===== src/rtl/adsr_vca.sv =====
// adsr_vca: ADSR envelope generator driving an 8-bit voltage-controlled amplifier.
// The envelope level advances once per TICK_DIV clocks. The output sample is the input
// sample, taken about midpoint 128, scaled by the top byte of the envelope level.
// The release rate arrives on port release_code because 'release' is a reserved word.
// Optional build macro ADSR_ENV_MON_EN adds output env_out. It carries the registered
// envelope byte, aligned with signal_out.
module adsr_vca #(
  parameter int unsigned TICK_DIV = 500
) (
  input  logic       clk,
  input  logic       rst,
  input  logic       gate,
  input  logic [7:0] signal_in,
  input  logic [6:0] attack,
  input  logic [6:0] decay,
  input  logic [6:0] sustain,
  input  logic [6:0] release_code,
  output logic [7:0] signal_out
`ifdef ADSR_ENV_MON_EN
  ,
  output logic [7:0] env_out
`endif
);

  typedef enum logic [2:0] {
    S_IDLE,
    S_ATTACK,
    S_DECAY,
    S_SUSTAIN,
    S_RELEASE
  } state_t;

  localparam logic [15:0] TICK_LAST = 16'(TICK_DIV - 1);

  // Rate code to per-tick step: (128 - r)^2, so code 0 is fastest and code 127 is slowest.
  function automatic logic [14:0] rate_step(input logic [6:0] r);
    logic [15:0] d;
    logic [15:0] sq;
    d  = 16'd128 - {9'd0, r};
    sq = d * d;
    return sq[14:0];
  endfunction

  // Rising ramp that saturates at full scale. Returns {reached_top, next_level}.
  function automatic logic [16:0] ramp_up(input logic [15:0] lvl, input logic [14:0] st);
    logic [16:0] sum;
    sum = {1'b0, lvl} + {2'b0, st};
    if (sum >= 17'h0FFFF) return {1'b1, 16'hFFFF};
    else                  return {1'b0, sum[15:0]};
  endfunction

  // Falling ramp that lands exactly on a floor level. Returns {reached_floor, next_level}.
  function automatic logic [16:0] ramp_down(input logic [15:0] lvl, input logic [15:0] floor_lvl,
                                            input logic [14:0] st);
    if ({1'b0, lvl} <= ({1'b0, floor_lvl} + {2'b0, st})) return {1'b1, floor_lvl};
    else                                                 return {1'b0, lvl - {1'b0, st}};
  endfunction

  // Centre the sample on zero, scale it by env/256 with a flooring shift, then re-centre on 128.
  function automatic logic [7:0] vca_scale(input logic [7:0] sig, input logic [7:0] env);
    logic signed [8:0]  s;
    logic signed [17:0] p;
    logic signed [9:0]  q;
    s = $signed({1'b0, sig}) - 9'sd128;
    p = s * $signed({1'b0, env});
    q = 10'(p >>> 8);
    return 8'(q + 10'sd128);
  endfunction

  state_t        state_q, state_d;
  logic [15:0]   lvl_q, lvl_d;
  logic [15:0]   cnt_q, cnt_d;
  logic          gate_prev_q;
  logic          tick;
  logic          gate_rise;
  logic [15:0]   sus_t;
  logic [16:0]   ramp;
  logic [7:0]    env_p0;
  logic [7:0]    out_p0;
  logic [7:0]    out_p1;
  logic [7:0]    env_p1;

  assign tick      = (cnt_q == TICK_LAST);
  assign gate_rise = gate & ~gate_prev_q;
  assign sus_t     = {sustain, 9'b0};
  assign env_p0    = lvl_q[15:8];
  assign out_p0    = vca_scale(signal_in, env_p0);

  // Stage p0: envelope next-state logic. Gate changes take priority over level steps.
  always_comb begin
    state_d = state_q;
    lvl_d   = lvl_q;
    cnt_d   = tick ? 16'd0 : cnt_q + 16'd1;
    ramp    = '0;
    case (state_q)
      S_IDLE: begin
        lvl_d = '0;
        if (gate_rise) state_d = S_ATTACK;
      end
      S_ATTACK: begin
        if (!gate) begin
          state_d = S_RELEASE;
        end else if (tick) begin
          ramp  = ramp_up(lvl_q, rate_step(attack));
          lvl_d = ramp[15:0];
          if (ramp[16]) state_d = S_DECAY;
        end
      end
      S_DECAY: begin
        if (!gate) begin
          state_d = S_RELEASE;
        end else if (tick) begin
          ramp  = ramp_down(lvl_q, sus_t, rate_step(decay));
          lvl_d = ramp[15:0];
          if (ramp[16]) state_d = S_SUSTAIN;
        end
      end
      S_SUSTAIN: begin
        if (!gate)     state_d = S_RELEASE;
        else if (tick) lvl_d   = sus_t;
      end
      S_RELEASE: begin
        if (gate_rise) begin
          state_d = S_ATTACK;
        end else if (tick) begin
          ramp  = ramp_down(lvl_q, 16'h0000, rate_step(release_code));
          lvl_d = ramp[15:0];
          if (ramp[16]) state_d = S_IDLE;
        end
      end
      default: begin
        state_d = S_IDLE;
        lvl_d   = '0;
      end
    endcase
  end

  // Stage p0 -> p1: register the envelope state and the scaled output sample.
  always_ff @(posedge clk) begin
    if (rst) begin
      state_q     <= S_IDLE;
      lvl_q       <= '0;
      cnt_q       <= '0;
      gate_prev_q <= 1'b0;
      out_p1      <= 8'd128;
      env_p1      <= '0;
    end else begin
      state_q     <= state_d;
      lvl_q       <= lvl_d;
      cnt_q       <= cnt_d;
      gate_prev_q <= gate;
      out_p1      <= out_p0;
      env_p1      <= env_p0;
    end
  end

  assign signal_out = out_p1;

`ifdef ADSR_ENV_MON_EN
  assign env_out = env_p1;
`else
  logic env_unused;
  assign env_unused = ^env_p1;
`endif

endmodule

===== config.mk =====
export PLATFORM = sky130hd
export DESIGN_NAME = adsr_vca
export DESIGN_NICKNAME = d
export VERILOG_FILES = /design/src/rtl/adsr_vca.sv
export SDC_FILE = /design/constraint.sdc
export NUM_CORES = 1
export LEC_CHECK = 0
export BUFFER_PORTS_ARGS = -buffer_cell sky130_fd_sc_hd__buf_4
export CORE_UTILIZATION = 31
export CTS_CLUSTER_DIAMETER = 60
export DETAILED_ROUTE_END_ITERATION = 12
export HOLD_SLACK_MARGIN = 0.15
export SLEW_MARGIN = 20
export SYNTH_ARGS = -nofsm -noshare
export SYNTH_HDL_FRONTEND = slang
export SYNTH_SLANG_ARGS = --single-unit

===== constraint.sdc =====
create_clock -name clk -period 10.1 [get_ports clk]
set_input_delay 0.505 -clock clk [delete_from_list [all_inputs] [get_ports clk]]
set_output_delay 0.505 -clock clk [all_outputs]
set_load 0.02 [all_outputs]

==> flow_summary.json, run 1 <==
{
  "outcome": "finished, final reports clean",
  "htreeDepth": 2,
  "synth_area_leader_cell": "fa_1",
  "grtUsageTotal_pct": 14.27,
  "ff2ff_path_depth": 15,
  "numCtsBuffers": 5,
  "final.period_utilization_pct": 84.05,
  "cts_buffer_depth": 2,
  "path_class": "input port to flip-flop",
  "slowest_stage": "nor3_2",
  "final_cell_mix": "276 x inv_1, 181 x ha_1, 129 x fa_1, 98 x nor2_1, 83 x nand2_1",
  "path_depth": 36,
  "min_from": "cnt_q[0]",
  "cp_num_buf_inv": 7,
  "stdcell_count": 1962,
  "max_freq_mhz": 117.8,
  "viasPerCell": 4.814,
  "setup_viol": 0,
  "yosysTopAreaCellShare_pct": 22.12,
  "clockPowerShare_pct": 5.2,
  "ys_seq_elements": 44,
  "syn_inst": 1409,
  "numPortBuffers": 46,
  "grt_setup_unrepaired": "no",
  "fp.dieArea_sq_um": 38440,
  "io_pins": 47,
  "gp_congestion": 0.8689,
  "die_h_um": 196.1,
  "insertion_delay_ns": 0.30,
  "dpl.cell_count": 1954,
  "crit_family": "adder cells",
  "mostFrequentLayoutCell": "inv_1",
  "cp.arrival_ns": 8.71,
  "critPathLaunchType": "input port",
  "vias": 9446,
  "endpoint_kind": "flip-flop",
  "wl_per_cell_um": 13.51,
  "drive_gt1_share_pct": 6.104,
  "switching_share_pct": 54.01,
  "cap_violations": 0,
  "wl_um": 26500,
  "hold_viol_final": 0,
  "comb_power_share_pct": 87.2,
  "antenna_left": 0,
  "tritoncts": "done",
  "n_antenna_cell": 0,
  "start_util_pct": 31.66,
  "cts_setup_buffers": 0,
  "ctsResizeCount": 0,
  "antenna_found_initial": 0,
  "drt_iter0_markers": 497,
  "root_buffer": "clkbuf_16",
  "powerDensity_nw_per_um2": 296.9,
  "drtPass1Iterations": 5,
  "p_int_mw": 1.749,
  "cp_slowest_stage_delay_ns": 0.64,
  "cellLeakagePower_nw": 6.395,
  "clkSinkCount": 44,
  "grt_pass1_wl_um": 45490,
  "netlist_area_sq_um": 11670,
  "hold_depth": 1,
  "timing.setup.tns_ns": 0,
  "worstHoldPathType": "flip-flop to flip-flop",
  "hold_buffers": 0,
  "slew_headroom_pct": 48.73,
  "grt_max_degree": 31,
  "num_rows": 70,
  "fin_skew_ns": 0.008961,
  "clk_pin_slew_ns": 0.07,
  "synth_ff_type": "dfxtp_1",
  "holdWs_ns": 0.4680,
  "slew_violations": 0,
  "core_area_sq_um": 36870,
  "synthTopCellsByArea": "fa_1 22%, ha_1 19%, inv_1 8.9%",
  "synth_edf_count": 0,
  "finalCriticalPeriod_ns": 8.489,
  "grt_pass1_vias": 9503,
  "cp_common_cell": "inv_1",
  "post-dp-hpwl_um": 22960,
  "drcViolationCount": 0,
  "cp_max_fo": 10,
  "worstMarginPinSlew_ns": 0.7681,
  "ys_types": 80,
  "syn_to_final_growth_pct": 9.699,
  "setup.worst_path.start": "decay[0]",
  "async_reset_ff_share_pct": 0,
  "finalNetCount": 1806,
  "required_ns": 10.32,
  "die_w_um": 196.1,
  "ys_seq_area_share_pct": 7.545,
  "power_frac_seq_pct": 7.6,
  "switchingPower_mw": 2.054,
  "r2r_start": "lvl_q[9]",
  "overflow": 0,
  "ir_drop_uv": 127.0,
  "syn_avg_cell_area_sq_um": 8.286,
  "yosysWarningCount": 0
}
metrics by stage:
step           setup slack [ns]  util [%]  instance area, sq um  total power, mW
5_1_grt                  0.9116     34.73                 12810            4.304
3_5_place_dp              1.280     34.27                 12640            3.603
2_1_floorplan             2.244         -                 11720            2.908
4_1_cts                   1.588     34.73                 12810            3.830
6_report                  1.611     34.73                 12810            3.802
3_3_place_gp              1.544     34.27                 12640            3.535
layout make-up:
class | instances | area, sq um
Sequential cell | 44 | 880.8
Timing Repair Buffer | 48 | 360.3
Clock inverter | 3 | 46.29
Tap cell | 504 | 630.6
Inverter | 276 | 1036
Fill cell | 3846 | 24070
Multi-Input combinational cell | 1082 | 9728
Clock buffer | 5 | 125.1
power groups by stage:
stage          registers (mW)  logic [mW]  clock network [mW]
2_1_floorplan           0.259        2.65                   0
3_3_place_gp            0.293        3.24                   0
3_5_place_dp            0.293        3.31                   0
4_1_cts                 0.289        3.34               0.200
5_1_grt                 0.295        3.80               0.208
6_report                0.290        3.32               0.196
cells in the mapped netlist, types with 9 or more instances:
library cell	number
inv_1	276
a21oi_1	72
a211oi_1	11
nor3_1	26
nand3_1	18
nand4_1	10
o21bai_1	26
nor2b_1	16
nand2b_1	26
fa_1	129
xnor2_1	71
o21ai_0	28
ha_1	181
nor4_1	9
or3_1	12
dfxtp_1	44
clkbuf_1	19
nand2_1	83
a21o_1	20
and2_1	49
nor2_1	98
xor2_1	45
worst register-to-register path: stages (launching register included):
cell      delay [ns]
dfxtp_1         0.82
nor2b_1         0.38
fa_1            0.61
fa_1            0.58
inv_1           0.05
fa_1            0.48
inv_1           0.06
fa_1            0.47
ha_1            0.36
nand3_1         0.10
nand2_1         0.05
a41o_1          0.27
nor4_1          0.50
o31ai_1         0.20
xnor2_1         0.20
nand2b_1        0.07
per-layer routing:
metal / wire length, um / vias to the layer above / share of wire (%) / global-route usage (%)
li1: - / 4744 / - / -
met1: 12770 / 4532 / 48 / 19.55
met2: 12540 / 153 / 47 / 24.37
met3: 912 / 17 / 3.4 / 1.444
met4: 275 / 0 / 1.0 / 2.633
met5: 0 / - / 0 / 0
flip-flops by register name (all words and copies together) (netlist names):
name and flops:
signal_out 8, state_q 3, gate_prev_q 1, lvl_q 16, cnt_q 16
final timing paths:
check | endpoint | slack (ns)
worst max-delay path | lvl_q[2] | 1.61
worst min register to register | cnt_q[0] | 0.47
worst max register to register | signal_out[7] | 4.81
worst min-delay path | cnt_q[0] | 0.47
logic make-up after synthesis:
kind of cell | count (synthesis) | share of synthesized area [%]
xor+xnor | 116 | 8.702
simple gates | 387 | 16.96
compound gates | 249 | 15.20
mux | 4 | 0.3751
flops | 44 | 7.545
other cells | 2 | 0.06433
buf+inv | 296 | 9.549
fa+ha+maj | 311 | 41.60
Power figures use the tool's default switching activity.
==> run 2: changes to the inputs <==
==> constraint.sdc (replaced) <==
create_clock -name clk -period 6.9 [get_ports clk]
set_input_delay 0.345 -clock clk [delete_from_list [all_inputs] [get_ports clk]]
set_output_delay 0.345 -clock clk [all_outputs]
set_load 0.02 [all_outputs]
==> run 2 against run 1 <==
  * The flow now finishes with violations (setup timing)
  * Global-route usage up 0.52 points
  * Sequential share of layout area down 0.95 points
  * Worst hold slack worse by 0.087 ns
  * Power up 76%
  * Clock power up 47%
  * Clock skew up 0.0014 ns
  * Final cell count up 9.3%
  * Wire length up 7.0%
  * Register-to-register slack worse by 3.0 ns
  * Largest power group unchanged
==> flow_summary.json, run 2 (synthesis results as in run 1) <==
{
  "outcome": "complete, but fails checks",
  "violations": "setup timing",
  "slowest_stage": "fa_1",
  "drcViolationCount": 0,
  "endpoint_kind": "flip-flop",
  "drtPass1Iterations": 5,
  "drt_iter0_markers": 390,
  "numPortBuffers": 46,
  "grtUsageTotal_pct": 14.79,
  "hold_viol_final": 0,
  "syn_to_final_growth_pct": 27.29,
  "p_total_mw": 6.708,
  "num_rows": 70,
  "drive_gt1_share_pct": 22.18,
  "tritoncts": "done",
  "grt_max_degree": 31,
  "dpl.cell_count": 2106,
  "cp_common_cell": "a21oi_2",
  "n_antenna_cell": 0,
  "core_area_sq_um": 36870,
  "io_pins": 47,
  "cts_buffer_depth": 2,
  "final.period_utilization_pct": 104.9,
  "stdcell_count": 2145,
  "clk_pin_slew_ns": 0.06,
  "finalNetCount": 1989,
  "die_h_um": 196.1,
  "fin_skew_ns": 0.01038,
  "finalCriticalPeriod_ns": 7.238,
  "final_cell_mix": "263 x inv_1, 219 x buf_4, 173 x ha_1, 126 x fa_1, 92 x nor2_1",
  "worstHoldPathType": "input port to flip-flop",
  "insertion_delay_ns": 0.30,
  "fp.dieArea_sq_um": 38440,
  "design_area_sq_um": 14860,
  "overflow": 0,
  "dpl_cell_area_sq_um": 14030,
  "powerDensity_nw_per_um2": 451.4,
  "grt_pass1_vias": 10060,
  "start_util_pct": 31.66,
  "slew_violations": 0,
  "utilization_pct": 40.30,
  "holdWs_ns": 0.3815,
  "post-dp-hpwl_um": 24000,
  "slew_headroom_pct": 47.97,
  "cp_slowest_stage_delay_ns": 0.53,
  "required_ns": 7.12,
  "cap_violations": 0,
  "cp_max_fo": 4,
  "clkSinkCount": 44,
  "grt_setup_unrepaired": "yes",
  "grt_pass1_wl_um": 47180,
  "critPathLaunchType": "input port",
  "ir_drop_uv": 237.1,
  "max_freq_mhz": 138.2,
  "gp_congestion": 0.8580,
  "vias": 10140,
  "numCtsBuffers": 5,
  "wl_um": 28350,
  "htreeDepth": 2,
  "path_class": "input port to flip-flop",
  "mostFrequentLayoutCell": "inv_1",
  "antenna_left": 0,
  "antenna_found_initial": 0,
  "die_w_um": 196.1,
  "final.setup.worst_slack_ns": -0.3379,
  "root_buffer": "clkbuf_16",
  "wl_per_cell_um": 13.22,
  "cp.arrival_ns": 7.46,
  "hold_buffers": 0,
  "worstMarginPinSlew_ns": 0.7788,
  "viasPerCell": 4.728,
  "cellLeakagePower_nw": 7.420,
  "setup_viol": 18
}
## run 2: changes by cell type in the layout (fill, tap and decap cells not counted), moves of 7 or more
cell / change
a21oi_1: -18
ha_4: +8
inv_1: -13
xnor2_1: -7
a21oi_2: +16
buf_4: +171
ha_1: -8
inv_2: +9
buf_6: +10
## run 2: area by class of cell
type	count	area (sq um)
multi-input cells	1082	10340
repair buffers	231	1792
fillers	3738	22010
inverters	276	1049
flip-flops and latches	44	880.8
clock inverters	3	46.29
clock buffers	5	125.1
well taps	504	630.6
## run 2: what timing repair did
action / 4_1_cts / 5_1_grt
buffers inserted: 23 / 8
gates cloned: 0 / 0
pin swaps: 32 / 59
resized for setup: 53 / 33
setup endpoints to repair: 19 / 19
## run 2: stage by stage
stage | worst slack [ns] | setup TNS [ns]
final | -0.3379 | -4.714
after detailed placement | -0.8462 | -13.27
after CTS | -0.2442 | -2.388
after global placement | -0.5861 | -9.094
after floorplan | -0.08721 | -0.2479
after global routing | -0.7129 | -10.69
## run 2: path summary, 6_finish.rpt
kind / to / slack (ns) / startpoint / cells past startpoint
hold reg to reg: cnt_q[0] / 0.47 / cnt_q[0] / 1
hold / removal: gate_prev_q / 0.38 / gate / 2
setup reg to reg: signal_out[7] / 1.79 / lvl_q[9] / 15
setup / recovery: lvl_q[12] / -0.34 / decay[2] / 38
## run 2: worst max-delay path: cells and delay by family
family	cells	cell delay [ns]
and+or+nand+nor	8	1.56
adders and majority gates	7	2.66
buffers and inverters	9	0.83
AOI/OAI and AO/OA	11	1.73
xor gates and xnor gates	3	0.36
## run 2: metal layers
metal  vias up  share of wire (%)  GRT usage, %  wire (um)
li1       5108                  -             -          -
met2       160                 50         26.41      14300
met3        21                3.1         1.238        889
met1      4853                 46         19.69      12930
met5         -                  0             0          0
met4         0               0.81         2.170        231
## run 2: where the power goes
part	total (mW)	internal (mW)	switching, mW
registers	0.424	0.311	0.113
clock network	0.288	0.172	0.116
logic	6.00	2.82	3.18
